===== src/rtl/regfile_port_ctrl_pkg.sv =====
// rtl/regfile_port_ctrl_pkg.sv - shared widths and sequencer state encoding for the register file port controller
package regfile_port_ctrl_pkg;

    localparam int DATA_W = 16;
    localparam int ADDR_W = 3;

    // Sequencer states, kept as a named enum so waveforms show them symbolically
    typedef enum logic [1:0] {
        ST_IDLE = 2'd0,
        ST_WR   = 2'd1,
        ST_RD   = 2'd2,
        ST_RSP  = 2'd3
    } state_t;

endpackage


===== src/rtl/regfile_port_ctrl.sv =====
// rtl/regfile_port_ctrl.sv - register file port sequencer; REGFILE_ZERO_REG_EN hard-wires register 0 to zero
module regfile_port_ctrl #(
    parameter int DATA_W = regfile_port_ctrl_pkg::DATA_W,
    parameter int ADDR_W = regfile_port_ctrl_pkg::ADDR_W
) (
    input  logic              clk,
    input  logic              rst_n,
    input  logic              rd_valid,
    output logic              rd_ready,
    input  logic [ADDR_W-1:0] rd_addr_a,
    input  logic [ADDR_W-1:0] rd_addr_b,
    output logic              op_valid,
    input  logic              op_ready,
    output logic [DATA_W-1:0] op_a,
    output logic [DATA_W-1:0] op_b,
    input  logic              wb_valid,
    output logic              wb_ready,
    input  logic [ADDR_W-1:0] wb_addr,
    input  logic [DATA_W-1:0] wb_data,
    output logic [ADDR_W-1:0] rf_address_a,
    output logic [ADDR_W-1:0] rf_address_b,
    output logic              rf_write_enable,
    output logic [DATA_W-1:0] rf_write_data,
    input  logic [DATA_W-1:0] rf_data_a,
    input  logic [DATA_W-1:0] rf_data_b
);
    import regfile_port_ctrl_pkg::*;

    state_t              r_state;
    logic [ADDR_W-1:0]   r_rf_address_a;
    logic [ADDR_W-1:0]   r_rf_address_b;
    logic                r_rf_write_enable;
    logic [DATA_W-1:0]   r_rf_write_data;
    logic                r_op_valid;
    logic [DATA_W-1:0]   r_op_a;
    logic [DATA_W-1:0]   r_op_b;

    logic                w_idle;
    logic                w_wb_accept;
    logic                w_rd_accept;
    logic                w_wb_we;
    logic [DATA_W-1:0]   w_rd_data_a;
    logic [DATA_W-1:0]   w_rd_data_b;

    // Handshakes only open in IDLE and never while reset is asserted; write-back wins over reads
    always_comb begin
        w_idle      = (r_state == ST_IDLE) && rst_n;
        wb_ready    = w_idle;
        rd_ready    = w_idle && !wb_valid;
        w_wb_accept = wb_ready && wb_valid;
        w_rd_accept = rd_ready && rd_valid;
    end

    // Register-0 handling: suppress the write strobe and zero the captured operand when enabled
    always_comb begin
`ifdef REGFILE_ZERO_REG_EN
        w_wb_we     = (wb_addr != '0);
        w_rd_data_a = (r_rf_address_a == '0) ? '0 : rf_data_a;
        w_rd_data_b = (r_rf_address_b == '0) ? '0 : rf_data_b;
`else
        w_wb_we     = 1'b1;
        w_rd_data_a = rf_data_a;
        w_rd_data_b = rf_data_b;
`endif
    end

    // Sequencer: serialise port-A use between write-back and operand reads
    always_ff @(posedge clk) begin
        if (!rst_n) begin
            r_state           <= ST_IDLE;
            r_rf_address_a    <= '0;
            r_rf_address_b    <= '0;
            r_rf_write_enable <= 1'b0;
            r_rf_write_data   <= '0;
            r_op_valid        <= 1'b0;
            r_op_a            <= '0;
            r_op_b            <= '0;
        end else begin
            case (r_state)
                ST_IDLE: begin
                    if (w_wb_accept) begin
                        r_rf_address_a    <= wb_addr;
                        r_rf_write_data   <= wb_data;
                        r_rf_write_enable <= w_wb_we;
                        r_state           <= ST_WR;
                    end else if (w_rd_accept) begin
                        r_rf_address_a <= rd_addr_a;
                        r_rf_address_b <= rd_addr_b;
                        r_state        <= ST_RD;
                    end
                end
                ST_WR: begin
                    // The register file commits on this edge; drop the strobe behind it
                    r_rf_write_enable <= 1'b0;
                    r_state           <= ST_IDLE;
                end
                ST_RD: begin
                    // Read data was latched by the file on the preceding negedge
                    r_op_a     <= w_rd_data_a;
                    r_op_b     <= w_rd_data_b;
                    r_op_valid <= 1'b1;
                    r_state    <= ST_RSP;
                end
                ST_RSP: begin
                    if (op_ready) begin
                        r_op_valid <= 1'b0;
                        r_state    <= ST_IDLE;
                    end
                end
                default: r_state <= ST_IDLE;
            endcase
        end
    end

    assign rf_address_a    = r_rf_address_a;
    assign rf_address_b    = r_rf_address_b;
    assign rf_write_enable = r_rf_write_enable;
    assign rf_write_data   = r_rf_write_data;
    assign op_valid        = r_op_valid;
    assign op_a            = r_op_a;
    assign op_b            = r_op_b;

endmodule

===== config.mk =====
export PLATFORM = sky130hd
export DESIGN_NAME = regfile_port_ctrl
export DESIGN_NICKNAME = d
export VERILOG_FILES = /design/src/rtl/regfile_port_ctrl_pkg.sv /design/src/rtl/regfile_port_ctrl.sv
export SDC_FILE = /design/constraint.sdc
export NUM_CORES = 1
export LEC_CHECK = 0
export CAP_MARGIN = 40
export CORE_MARGIN = 2
export CORE_UTILIZATION = 34
export DETAILED_ROUTE_END_ITERATION = 12
export HOLD_SLACK_MARGIN = 0.08
export PLACE_DENSITY = 0.75
export SLEW_MARGIN = 30
export SYNTH_ARGS = -nofsm -noshare
export SYNTH_HDL_FRONTEND = slang
export SYNTH_SLANG_ARGS = --single-unit

===== constraint.sdc =====
create_clock -name clk -period 1.2 [get_ports clk]
set_input_delay 0.24 -clock clk [delete_from_list [all_inputs] [get_ports clk]]
set_output_delay 0.24 -clock clk [all_outputs]
set_load 0.01 [all_outputs]

* Word-level counts from Yosys, hierarchy flattened
Index checks and enable logic that the tools add are counted.
Word-level totals: bits in registers 58, latch bits 0, memory bits (writable) 0, ROM bits 0, input bits 62, output and inout bits 58, logic and storage cells 40, memories kept 0
Operators by class: $add $sub $neg 0, multipliers 0, divide/modulo/power cells 0, $lt $le $gt $ge 0, equality and inequality tests 6, shifts and indexed selects 0, mux-type cells 10, bitwise logic cells 1, reduce and logical (&&, ||, !) cells 15
Operators by type and width (count):
- $reduce_and A2 Y1 | 5
- $pmux W2 S4 | 1
- $mux W2 | 3
- $mux W3 | 2
- $reduce_bool A2 Y1 | 3
- $eq A2 B2 Y1 const B | 2
- $logic_and A1 B1 Y1 | 4
- $ne A2 B2 Y1 const B | 2
- $pmux W1 S2 | 2
- $ne A3 B3 Y1 const B | 1
- $reduce_and A3 Y1 | 1
- $eq A2 B1 Y1 const B | 1
- $logic_not A2 Y1 | 1
- $mux W1 | 2
- $logic_not A1 Y1 | 1
- $not A1 Y1 | 1

* Logic depth before layout (Yosys ltp)
Gate-level depths: netlist of the first run.
depth in word-level cells 7, mapped depth 6, mapped depth without buffers 3

* Worst setup path before layout of the first run
No wires, ideal clock.
path type register -> output, start register r_state[1], end output port rd_ready, data arrival time 0.987 ns, required time 0.960 ns, slack -0.027 ns, cell stages (with the launch flop) 4, buffers on the path 1, cells stage by stage dfxtp_1 buf_6 nor3b_4 nor2b_1
On the way: longest elaborated chain between the ends 3
RTL lines:
- start, declared | RTL line regfile_port_ctrl.sv:29 | state_t r_state;
- start signal, assigned | RTL line regfile_port_ctrl.sv:70 | r_state <= ST_IDLE;
- start signal, assigned | RTL line regfile_port_ctrl.sv:85 | r_state <= ST_WR;
- start signal, assigned | RTL line regfile_port_ctrl.sv:89 | r_state <= ST_RD;
- $logic_not A2 Y1 | RTL line regfile_port_ctrl.sv:47 | w_idle = (r_state == ST_IDLE) && rst_n;
- $logic_and A1 B1 Y1 | RTL line regfile_port_ctrl.sv:47
- via wb_ready | RTL line regfile_port_ctrl.sv:17 | output logic wb_ready,
- $logic_and A1 B1 Y1 | RTL line regfile_port_ctrl.sv:49 | rd_ready = w_idle && !wb_valid;
- end, declared | RTL line regfile_port_ctrl.sv:9 | output logic rd_ready,
The timed path passes the listed nets, and every way through them passes these cells.

* Final worst setup path of the first run
start register r_state[1], end register r_rf_write_data[3], in the netlist rf_write_data[3]
On the way: longest elaborated chain between the ends 4
RTL lines:
- $logic_not A2 Y1 * | RTL line regfile_port_ctrl.sv:47, regfile_port_ctrl.sv:79
- $logic_and A1 B1 Y1 | RTL line regfile_port_ctrl.sv:47
- $logic_and A1 B1 Y1 | RTL line regfile_port_ctrl.sv:50 | w_wb_accept = wb_ready && wb_valid;
- $reduce_and A2 Y1 (no line) *
- end signal, assigned | RTL line regfile_port_ctrl.sv:83 | r_rf_write_data <= wb_data;
- end, declared | RTL line regfile_port_ctrl.sv:33 | logic [DATA_W-1:0] r_rf_write_data;
Mark *: on every way between the ends. The rest lies on a longest branch, timed or not. A chain may end at the register's enable or synchronous reset.

==> results of run 1 <==
==> layer usage <==
layer,global-route usage,vias up,share of wire
met5,0,-,0
met4,0.0715,0,0.014
met3,0.0736,10,0.070
met2,0.304,80,0.51
met1,0.190,1086,0.41
li1,-,1121,-
==> power by group <==
group	internal [mW]	switching (mW)	total, mW	leakage (nW)
Combinational	0.642	0.491	1.13	1.09
Sequential	2.06	0.0731	2.14	0.475
Clock	1.12	0.731	1.85	0.106
==> flip-flops by register name, summed over array words and instances (netlist names) <==
| register | count |
|---|---|
| op_a | 16 |
| op_valid | 1 |
| rf_write_data | 16 |
| rf_address_b | 3 |
| r_state | 2 |
| rf_address_a | 3 |
| rf_write_enable | 1 |
| op_b | 16 |
==> stage by stage <==
| step | utilization | std cells |
|---|---|---|
| finish | 0.683 | 476 |
| global route | 0.683 | 476 |
| CTS | 0.607 | 464 |
| detailed placement | 0.576 | 447 |
| global placement | 0.576 | 447 |
| floorplan | - | 258 |
==> cell families (layout without fill, tap and decap cells) <==
family	Yosys count	count (layout)
AOI/OAI and AO/OA	59	59
buffers and inverters	20	163
DFF	58	58
muxes	6	6
and+or+nand+nor	115	115
==> worst max path at each step <==
stage | from | slack (ns) | cells after the start | end
after floorplan | r_state[1] | -0.01 | 3 | rd_ready
after global placement | rst_n | -0.65 | 4 | wb_ready
after detailed placement | rst_n | -0.65 | 4 | wb_ready
after CTS | r_state[1] | -0.22 | 3 | rd_ready
after global routing | r_state[1] | -0.28 | 6 | rf_write_data[3]
final | r_state[1] | -0.22 | 6 | rf_write_data[3]
==> critical path, cell delays in order (launching register included) <==
cell and delay, ns:
dfxtp_2 0.33, buf_4 0.13, buf_6 0.12, and4bb_4 0.44, clkbuf_16 0.20, nand2_2 0.05, o21ai_1 0.08
==> repair_timing <==
action | 4_1_cts | 5_1_grt
setup endpoints to repair | 109 | 91
cloned | 1 | 8
gates resized for setup | 74 | 115
setup buffers | 1 | 4
pin swaps | 2 | 15
hold endpoints to repair | 0 | 0
==> layout by cell type (no fill, tap or decap), types with 8 or more instances in the layout <==
cell / count
nand2_1: 75
clkdlybuf4s50_1: 59
dfxtp_1: 56
clkdlybuf4s15_1: 32
nand2_2: 25
a21oi_2: 21
dlygate4sd2_1: 18
a21oi_1: 15
clkbuf_8: 12
o21ai_2: 11
o21ai_1: 9
buf_4: 9
buf_6: 8
==> layout make-up <==
cell class | instances | area (sq um)
Multi-Input combinational cell | 180 | 1070
Sequential cell | 58 | 1160
Timing Repair Buffer | 146 | 1550
Clock buffer | 13 | 169
Fill cell | 486 | 1900
Clock inverter | 2 | 35.0
Tap cell | 75 | 93.8
Inverter | 2 | 7.51
==> results.json, run 1 <==
{
  "syn_avg_cell_area_sq_um": 8.25,
  "die_area_sq_um": 6910,
  "worstPathRequired_ns": 1.45,
  "crit_arrival_ns": 1.67,
  "clockBufferDepth": 2,
  "finalHoldViolations": 0,
  "vdd_drop_max_mv": 0.709,
  "worstHoldEndpoint": "op_b[14]",
  "cts_hold_buf": 0,
  "drc": 0,
  "netlist_area_sq_um": 2130,
  "synthAdderAreaFrac": 0,
  "synthArstFlopShare": 0,
  "insertion_delay_ns": 0.33,
  "design_area_sq_um": 4090,
  "layout.nets": 459,
  "critPathMaxFanout": 8,
  "ys_seq_elements": 58,
  "regToRegSetupSlack_ns": -0.22,
  "grt_pass1_wl_microns": 9970,
  "holdWs_ns": 0.452,
  "first_pass_iters": 4,
  "yosysTopAreaCell": "dfxtp_1",
  "portBuffers": 119,
  "synth-seq-area-share": 0.545,
  "wire_per_inst_microns": 14.7,
  "p_leak_nw": 1.67,
  "synth_edf_count": 0,
  "synthDominantCellAreaShare": 0.545,
  "die_w_microns": 83.1,
  "placed_area_sq_um": 3450,
  "numCtsBuffers": 9,
  "areaGrowthSynthToFinish_pct": 92.2,
  "min_from": "op_b[14]",
  "max_freq_mhz": 705,
  "ys.flop_type": "dfxtp_1",
  "grt-ovfl-total": 0,
  "muxShareOfSynthArea": 0.0282,
  "final_antenna_net_count": 0,
  "postSynthCellCount": 258,
  "clkTransAtPathRegs_ns": 0.06,
  "track_usage": 0.176,
  "synth-xor-area-share": 0,
  "core_sq_um": 5990,
  "drt-initial-drc-count": 26,
  "antenna_found_initial": 0,
  "totalWireLength_microns": 7000,
  "rsz0062_at_grt": "true",
  "via_per_inst": 4.83,
  "netlist_top_cells_area": "dfxtp_1 55%, nand2_1 18%, a21oi_1 8.5%",
  "setup_viol": 45,
  "synth_most_common_cell": "nand2_1",
  "vias": 2297,
  "synth_top_family_by_area": "simple AND/OR/NAND/NOR gates",
  "start_util": 0.355,
  "hold_depth": 2,
  "r2r_cells": 6,
  "crit_path_start_kind": "flip-flop",
  "synth_common_cells": "103 x nand2_1, 58 x dfxtp_1, 36 x a21oi_1",
  "synth-simple-area-share": 0.224,
  "synth-compound-area-share": 0.144,
  "r2r_start": "r_state[1]",
  "tritoncts": "done",
  "first_global_vias": 2275,
  "pre_cts_ws_ns": -0.653,
  "synth_nets": 320,
  "drive_gt1_frac": 0.297,
  "min_period_over_period": 1.18,
  "worst-slew-pin-transition_ns": 0.249,
  "die_h_microns": 83.1,
  "critical_path_class": "reg -> reg",
  "htree_num_levels": 3,
  "place.gp.congestion": 0.731,
  "hp-class": "reg -> reg",
  "cts_root_buffer": "clkbuf_8",
  "fin_tns_setup_ns": -3.52,
  "p_per_area_nw_per_um2": 1250,
  "fin_ws_ns": -0.218,
  "hpwlAfterDp_microns": 4000,
  "status": "finished, violations left",
  "grt_max_degree": 34,
  "diodes": 0,
  "synth_cell_types": 22,
  "cap_viol_max_count": 0,
  "fin_crit_ns": 1.42,
  "cts_num_sinks": 58,
  "violations": "setup timing",
  "maxSlewViolCount": 0,
  "power_mw": 5.12,
  "slew_headroom": 0.834,
  "ys.warnings.count": 0,
  "end_kind": "flip-flop",
  "clock-skew-final_ns": 0.00939,
  "r2r-end": "rf_write_data[3]",
  "io_pins": 120,
  "rows": 28
}
No activity file was read; power rests on OpenSTA's default activity.
==> inputs of run 2 (changes only) <==
--- a/config.mk
+++ b/config.mk
@@ -7,10 +7,10 @@
 export LEC_CHECK = 0
 export CAP_MARGIN = 40
 export CORE_MARGIN = 2
-export CORE_UTILIZATION = 34
+export CORE_UTILIZATION = 40
 export DETAILED_ROUTE_END_ITERATION = 12
+export DONT_BUFFER_PORTS = 1
 export HOLD_SLACK_MARGIN = 0.08
-export PLACE_DENSITY = 0.75
 export SLEW_MARGIN = 30
 export SYNTH_ARGS = -nofsm -noshare
 export SYNTH_HDL_FRONTEND = slang
==> run 2 against run 1 <==
Compared with the run above:
- the run still ends with setup timing left
- clock skew fell by 0.0026 ns
- worst hold slack worse by 0.40 ns
- wire length increased by 1.5%
==> results.json, run 2 (synthesis results as in run 1) <==
{
  "maxSlewViolCount": 0,
  "cap_viol_max_count": 0,
  "status": "finished, violations left",
  "vias": 2080,
  "antenna_found_initial": 0,
  "track_usage": 0.200,
  "final_antenna_net_count": 0,
  "wire_per_inst_microns": 17.2,
  "regToRegSetupSlack_ns": -0.09,
  "tritoncts": "done",
  "use_met2": 0.356,
  "worst-slew-pin-transition_ns": 0.326,
  "place.gp.congestion": 0.659,
  "die_area_sq_um": 5920,
  "htree_num_levels": 3,
  "end_kind": "primary output",
  "first_pass_iters": 4,
  "mostFrequentLayoutCells": "69 x nand2_1, 66 x dlygate4sd3_1, 47 x dfxtp_1",
  "worstPathRequired_ns": 0.96,
  "clkTransAtPathRegs_ns": 0.07,
  "p_per_area_nw_per_um2": 1320,
  "first_global_vias": 1961,
  "fill_cells": 366,
  "clock-skew-final_ns": 0.00684,
  "start_util": 0.417,
  "clockBufferDepth": 2,
  "rsz0062_at_grt": "true",
  "layout.nets": 400,
  "critPathMaxFanout": 3,
  "drc": 0,
  "rows": 26,
  "crit_arrival_ns": 1.11,
  "areaGrowthSynthToFinish_pct": 70.0,
  "drive_gt1_frac": 0.356,
  "die_w_microns": 77.0,
  "setup_viol": 18,
  "fin_crit_ns": 1.35,
  "diodes": 0,
  "cts_num_sinks": 58,
  "finalHoldViolations": 0,
  "top_usage_layer": "met2",
  "slew_headroom": 0.782,
  "hpwlAfterDp_microns": 3190,
  "cts_root_buffer": "clkbuf_8",
  "use_met1": 0.200,
  "grt_max_degree": 33,
  "core_sq_um": 5110,
  "critical_path_class": "reg -> out",
  "crit_path_start_kind": "flip-flop",
  "min_period_over_period": 1.13,
  "p_leak_nw": 1.37,
  "totalWireLength_microns": 7110,
  "pre_cts_ws_ns": -0.0000527,
  "max_freq_mhz": 740,
  "r2r_start": "r_state[1]",
  "vdd_drop_max_mv": 0.837,
  "portBuffers": 0,
  "grt_util_met3": 0.0788,
  "insertion_delay_ns": 0.33,
  "hp-class": "in -> reg",
  "power_mw": 4.79,
  "drt-initial-drc-count": 100,
  "grt-ovfl-total": 0,
  "die_h_microns": 77.0,
  "endpoint": "rd_ready",
  "r2r-end": "rf_write_data[4]",
  "r2r_cells": 5,
  "io_pins": 120,
  "grt_pass1_wl_microns": 9340,
  "fin_ws_ns": -0.152,
  "violations": "setup timing",
  "numCtsBuffers": 9,
  "critPathLaunch": "r_state[0]",
  "via_per_inst": 5.04,
  "final_common_cell": "nand2_1"
}
-- run 2: how the worst min path moves through the flow --
stage	slack [ns]	start	cells after the start	end
after floorplan	0.35	wb_data[0]	2	rf_write_data[0]
after global routing	0.07	rst_n	2	rf_write_data[6]
final	0.06	rst_n	2	rf_write_data[14]
after CTS	0.09	rd_addr_a[1]	2	rf_address_a[1]
after global placement	0.36	wb_data[4]	2	rf_write_data[4]
after detailed placement	0.36	wb_data[0]	2	rf_write_data[0]
-- run 2: where the power goes --
group          internal (mW)  switching [mW]
Sequential              2.07           0.174
Clock                  0.944           0.779
Combinational          0.449           0.374
Total                   3.46            1.33
-- run 2: timing repair --
item                       CTS  global route
setup endpoints to repair    4            53
resized for setup            7           107
hold buffers                70             0
pin swaps                    2            61
cloned                       0             8
hold endpoints to repair    56             0
setup buffers                3             1
-- run 2: layout make-up --
cell class              instances  area (sq um)  area share
flip-flops and latches         58          1180       0.326
clock inverters                 6          57.6      0.0159
repair buffers                 87           973       0.269
inverters                       2          7.51     0.00207
multi-input cells             180          1190       0.328
clock buffers                  10           128      0.0353
well taps                      70          87.6      0.0242
-- run 2: routing by layer --
metal | up-vias | part of all wire
li1 | 993 | -
met1 | 987 | 0.37
met2 | 82 | 0.53
met3 | 18 | 0.074
met4 | 0 | 0.028
met5 | - | 0
-- run 2: critical path, stage by stage (launching register included) --
cell     delay (ns)
dfxtp_4        0.35
nor3b_4        0.23
nor2b_4        0.20
-- run 2: metrics by stage --
stage / std cells / utilization / hold slack [ns] / setup TNS [ns] / cell area [sq um]
after CTS: 408 / 0.614 / 0.0896 / -0.325 / 3140
after detailed placement: 319 / 0.433 / 0.363 / -0.0000527 / 2210
after global routing: 413 / 0.709 / 0.0651 / -2.11 / 3620
after floorplan: 258 / - / 0.355 / -0.0100 / 2130
final: 413 / 0.709 / 0.0572 / -1.09 / 3620
after global placement: 319 / 0.433 / 0.356 / 0 / 2210
